File: config.mk
export PLATFORM = sky130hd
export DESIGN_NAME = arb_crossbar
export DESIGN_NICKNAME = d
export VERILOG_FILES = /design/src/rtl/arb_crossbar.sv
export SDC_FILE = /design/constraint.sdc
export NUM_CORES = 1
export LEC_CHECK = 0
export CORE_MARGIN = 10
export CORE_UTILIZATION = 62
export CTS_BUF_LIST = sky130_fd_sc_hd__clkbuf_4 sky130_fd_sc_hd__clkbuf_8
export DETAILED_ROUTE_END_ITERATION = 12
export DONT_BUFFER_PORTS = 1
export GPL_ROUTABILITY_DRIVEN = 1
export PLACE_DENSITY = 0.78
export SETUP_SLACK_MARGIN = 0.4
export SLEW_MARGIN = 10
export SYNTH_ARGS = -nofsm -noshare
export SYNTH_HDL_FRONTEND = slang
export SYNTH_SLANG_ARGS = --single-unit
File: constraint.sdc
create_clock -name clk_i -period 6.8 [get_ports clk_i]
set_input_delay 1.36 -clock clk_i [delete_from_list [all_inputs] [get_ports clk_i]]
set_output_delay 1.36 -clock clk_i [all_outputs]
set_load 0.05 [all_outputs]
File: src/rtl/arb_crossbar.sv
// PORT_N x PORT_N crossbar with one round-robin arbiter and one registered output slot per output.
// Optional U-turn forwarding (dest_i[k]==k) is enabled by defining ARB_CROSSBAR_UTURN_EN.
module arb_crossbar #(
  parameter int DATA_WIDTH = 8,
  parameter int PORT_N     = 5,
  parameter int DEST_W     = $clog2(PORT_N)
) (
  input  logic                         clk_i,
  input  logic                         rst_i,
  input  logic [PORT_N*DATA_WIDTH-1:0] data_i,
  input  logic [PORT_N*DEST_W-1:0]     dest_i,
  input  logic [PORT_N-1:0]            valid_i,
  output logic [PORT_N-1:0]            ready_o,
  output logic [PORT_N*DATA_WIDTH-1:0] data_o,
  output logic [PORT_N-1:0]            valid_o,
  input  logic [PORT_N-1:0]            ready_i,
  output logic [PORT_N-1:0]            drop_o
);

  localparam int IDX_W = (PORT_N > 1) ? $clog2(PORT_N) : 1;

  logic [DEST_W-1:0]     dest_arr [PORT_N];
  logic [DATA_WIDTH-1:0] data_arr [PORT_N];
  logic [PORT_N-1:0]     bad;
  logic [PORT_N-1:0]     req      [PORT_N];
  logic [IDX_W-1:0]      win_idx  [PORT_N];
  logic [PORT_N-1:0]     win_any;
  logic [PORT_N-1:0]     out_free;
  logic [PORT_N-1:0]     grant;

  logic [DATA_WIDTH-1:0] data_q   [PORT_N];
  logic [DATA_WIDTH-1:0] data_d   [PORT_N];
  logic [IDX_W-1:0]      ptr_q    [PORT_N];
  logic [IDX_W-1:0]      ptr_d    [PORT_N];
  logic [PORT_N-1:0]     valid_q, valid_d;
  logic [PORT_N-1:0]     drop_q, drop_d;

  for (genvar gi = 0; gi < PORT_N; gi++) begin : g_port
    assign dest_arr[gi] = dest_i[gi*DEST_W +: DEST_W];
    assign data_arr[gi] = data_i[gi*DATA_WIDTH +: DATA_WIDTH];
    // Requests that are accepted but never reach an arbiter
`ifdef ARB_CROSSBAR_UTURN_EN
    assign bad[gi] = valid_i[gi] && (int'(dest_arr[gi]) >= PORT_N);
`else
    assign bad[gi] = valid_i[gi] && ((int'(dest_arr[gi]) >= PORT_N) || (int'(dest_arr[gi]) == gi));
`endif
    assign out_free[gi] = !valid_q[gi] || ready_i[gi];
    assign grant[gi]    = win_any[gi] && out_free[gi];
    assign data_o[gi*DATA_WIDTH +: DATA_WIDTH] = data_q[gi];
  end

  assign valid_o = valid_q;
  assign drop_o  = drop_q;

  always_comb begin
    for (int j = 0; j < PORT_N; j++) begin
      req[j] = '0;
      for (int k = 0; k < PORT_N; k++) begin
        req[j][k] = valid_i[k] && !bad[k] && (int'(dest_arr[k]) == j);
      end
    end
  end

  // Per-output search starting at ptr, wrapping; first requester found wins
  always_comb begin
    int               cand;
    logic [IDX_W-1:0] cand_idx;
    cand     = 0;
    cand_idx = '0;
    for (int j = 0; j < PORT_N; j++) begin
      win_any[j] = 1'b0;
      win_idx[j] = '0;
      for (int off = 0; off < PORT_N; off++) begin
        cand = int'(ptr_q[j]) + off;
        if (cand >= PORT_N) cand = cand - PORT_N;
        cand_idx = IDX_W'(cand);
        if (!win_any[j] && req[j][cand_idx]) begin
          win_any[j] = 1'b1;
          win_idx[j] = cand_idx;
        end
      end
    end
  end

  always_comb begin
    ready_o = '0;
    if (!rst_i) begin
      ready_o = bad;
      for (int j = 0; j < PORT_N; j++) begin
        if (grant[j]) ready_o[win_idx[j]] = 1'b1;
      end
    end
  end

  always_comb begin
    valid_d = valid_q;
    drop_d  = bad;
    for (int j = 0; j < PORT_N; j++) begin
      data_d[j] = data_q[j];
      ptr_d[j]  = ptr_q[j];
      if (grant[j]) begin
        data_d[j]  = data_arr[win_idx[j]];
        valid_d[j] = 1'b1;
        ptr_d[j]   = (int'(win_idx[j]) == PORT_N - 1) ? '0 : win_idx[j] + 1'b1;
      end else if (ready_i[j]) begin
        valid_d[j] = 1'b0;
      end
    end
  end

  always_ff @(posedge clk_i or posedge rst_i) begin
    if (rst_i) begin
      valid_q <= '0;
      drop_q  <= '0;
      for (int j = 0; j < PORT_N; j++) begin
        data_q[j] <= '0;
        ptr_q[j]  <= '0;
      end
    end else begin
      valid_q <= valid_d;
      drop_q  <= drop_d;
      for (int j = 0; j < PORT_N; j++) begin
        data_q[j] <= data_d[j];
        ptr_q[j]  <= ptr_d[j];
      end
    end
  end

endmodule

==> flow_metrics.env <==
export IMPL_synthTopCellsByArea="dfrtp_1 18%, mux2i_1 8.2%, ha_1 6.5%"
export IMPL_synth_warnings=0
export IMPL_grt_pass1_wl_mm=44.64
export IMPL_grt_usage_pct=27.34
export IMPL_crit_fanout=13
export IMPL_slew_viol_final=0
export IMPL_yosysTopAreaCell="dfrtp_1"
export IMPL_place_congestion=0.9312
export IMPL_worst_pin_slew_ns=0.7554
export IMPL_grt_setup_unrepaired="true"
export IMPL_holdWs_ns=0.6759
export IMPL_hold_depth=2
export IMPL_yosys_top_cells_count="73 x mux2i_1, 72 x a21oi_1, 66 x nor2_1"
export IMPL_drtIter0Drc=1053
export IMPL_cp_arrival_ns=4.84
export IMPL_r2r_cells=12
export IMPL_cts_tree="done"
export IMPL_synth_nets=1204
export IMPL_max_slew_margin_pct=48.96
export IMPL_core_area_um2=13930
export IMPL_endpoint_kind="output port"
export IMPL_rr_startpoint="ptr_q[4]$_DFFE_PP0P_"
export IMPL_clk_latency_ns=0.36
export IMPL_hold_viol=0
export IMPL_fmax_mhz=161.3
export IMPL_drive_gt1_share_pct=10.26
export IMPL_synth_edf_count=0
export IMPL_start_kind="register"
export IMPL_synth_cell_types=107
export IMPL_via_count=9114
export IMPL_antenna_cells=0
export IMPL_io_buffers=0
export IMPL_critPathRequiredTime_ns=5.44
export IMPL_yosys_cell_count_top_type="mux2i_1"
export IMPL_synthCells=1086
export IMPL_wl_mm=28.72
export IMPL_ys_seq_area_share_pct=18.34
export IMPL_ys_ff_latch=65
export IMPL_cap_viol_max_count=0
export IMPL_instances_no_fill=1252
export IMPL_worst_clock_skew_ns=0.009559
export IMPL_dpl_hpwl_mm=21.65
export IMPL_areaGrowthSynthToFinish_pct=4.360
export IMPL_drc=0
export IMPL_overflow=0
export IMPL_die_height_um=139.6
export IMPL_min_period_ns=6.200
export IMPL_crit_type="reg -> out"
export IMPL_setup_viol=0
export IMPL_finish_net_count=1185
export IMPL_antenna_left=0
export IMPL_syn_area_per_cell_um2=8.165
export IMPL_rows=43
export IMPL_antenna_found_initial=0
export IMPL_dp_cells=1236
export IMPL_die_area_um2=19490
export IMPL_die_w_um=139.6
export IMPL_netlist_area_um2=8867
export IMPL_start_util_pct=63.63
export IMPL_htree_levels=3
export IMPL_ys_flop_type="dfrtp_1"
export IMPL_finalSetupTns_ns=0
export IMPL_path_clk_slew_ns=0.08
export IMPL_min_period_over_period_pct=91.17
export IMPL_io_pins=122
export IMPL_hp_start="ptr_q[6]$_DFFE_PP0P_"
export IMPL_numCtsBuffers=9
export IMPL_wl_per_cell_um=22.94
export IMPL_outcome="complete, no violations"
export IMPL_hold_path_end="ptr_q[6]$_DFFE_PP0P_"
export IMPL_synthArstFlopShare_pct=100.0
export IMPL_yosysTopAreaCellShare_pct=18.34
export IMPL_timing_rr_end="data_o[31]$_DFFE_PP0P_"
export IMPL_cts_root_buf="clkbuf_8"
export IMPL_viasPerCell=7.280
export IMPL_rrSetupSlack_ns=2.17
export IMPL_hold_path_class="reg -> reg"
export IMPL_grt_max_degree=48
export IMPL_cts_max_path_buffers=2
export IMPL_cts_sinks=65
export IMPL_grt_pass1_vias=8035
export IMPL_dr_pass1_iters=6
==> per-stage QoR <==
step	setup slack, ns	instance area [um^2]	utilization (%)
after floorplan	0.7698	8867	-
after global placement	0.8153	9017	64.71
after detailed placement	0.7772	9017	64.71
after CTS	0.5603	9223	66.18
after global routing	0.3915	9254	66.41
final	0.6003	9254	66.41
==> area by class of cell <==
cell class,instances,area [um^2]
clock buffers,10,137.6
well taps,180,225.2
repair buffers,26,195.2
multi-input cells,912,6803
inverters,53,198.9
fillers,1202,4681
clock inverters,6,66.31
flip-flops and latches,65,1628
==> cell families after synthesis <==
group	share of synthesized area, %
and+or+nand+nor	24.71
buffers and inverters	5.432
adders and majority gates	7.620
xor gates and xnor gates	2.272
AOI/OAI and AO/OA	30.59
DFF	18.34
muxes	11.03
==> what timing repair did <==
item / CTS / global route
pin swaps: 0 / 0
buffers inserted: 0 / 0
hold buffers: 0 / 0
setup endpoints to repair: 1 / 5
resized for setup: 1 / 9
==> how the worst max path moves through the flow <==
stage	to	depth (start not counted)	slack (ns)	from
2_1_floorplan	ready_o[2]	10	0.77	dest_i[6]
3_3_place_gp	ready_o[2]	11	0.82	ptr_q[0]$_DFFE_PP0P_
3_5_place_dp	ready_o[2]	11	0.78	ptr_q[0]$_DFFE_PP0P_
4_1_cts	ready_o[2]	11	0.56	ptr_q[0]$_DFFE_PP0P_
5_1_grt	ready_o[4]	13	0.39	ptr_q[4]$_DFFE_PP0P_
6_report	ready_o[2]	13	0.60	ptr_q[10]$_DFFE_PP0P_
==> state kept, by name, indices dropped and copies added (netlist names) <==
signal and count:
valid_o 5, data_o 40, ptr_q 15, drop_o 5
==> layout by cell type, fill, tap and decap left out, types with 6 or more instances in the layout <==
cell type,Yosys,routed
or2_2,6,6
nand2b_1,38,37
nor4bb_1,9,9
nor3_1,17,17
nand2_1,60,60
mux2i_1,73,72
a31oi_1,21,20
a211o_1,11,11
nor4_1,11,11
ha_1,46,46
xnor2_1,19,19
o21ai_1,19,21
nor2_1,66,66
nand3_1,29,29
a221oi_1,9,9
a22oi_1,15,15
o21ai_0,38,36
and2_1,14,14
a21oi_1,72,72
o311ai_1,9,9
buf_4,0,26
o221ai_1,19,18
nor2b_1,25,24
o21a_1,14,14
mux2_4,6,6
clkbuf_8,0,10
a211oi_1,22,21
and3_1,19,19
inv_1,42,41
a21o_1,13,13
nand4_1,6,6
o211ai_1,12,12
dfrtp_1,65,64
or3_1,14,14
o22ai_1,18,18
a21boi_1,9,9
inv_2,10,11
==> routing by layer <==
| metal | routed length, um | vias up | track usage (%) |
|---|---|---|---|
| met1 | 11620 | 4380 | 35.70 |
| met3 | 3093 | 64 | 6.465 |
| met2 | 13460 | 518 | 44.60 |
| met4 | 539 | 0 | 6.196 |
| li1 | - | 4152 | - |
| met5 | 0 | - | 0 |
==> critical path: stages, from the launching register on <==
cell and delay, ns:
dfrtp_1 0.53, inv_1 0.26, ha_1 0.38, a221oi_4 0.46, mux2i_1 0.32, nor3_1 0.09, o221ai_2 0.28, and3_2 0.33
nand2_2 0.09, nor3b_2 0.46, nor2_2 0.25, or3_1 0.42, a31oi_1 0.33, buf_4 0.27
Power is left out: the tool's default activity adds up to more than one toggle a clock period on the data nets, which glitch-free logic cannot reach.
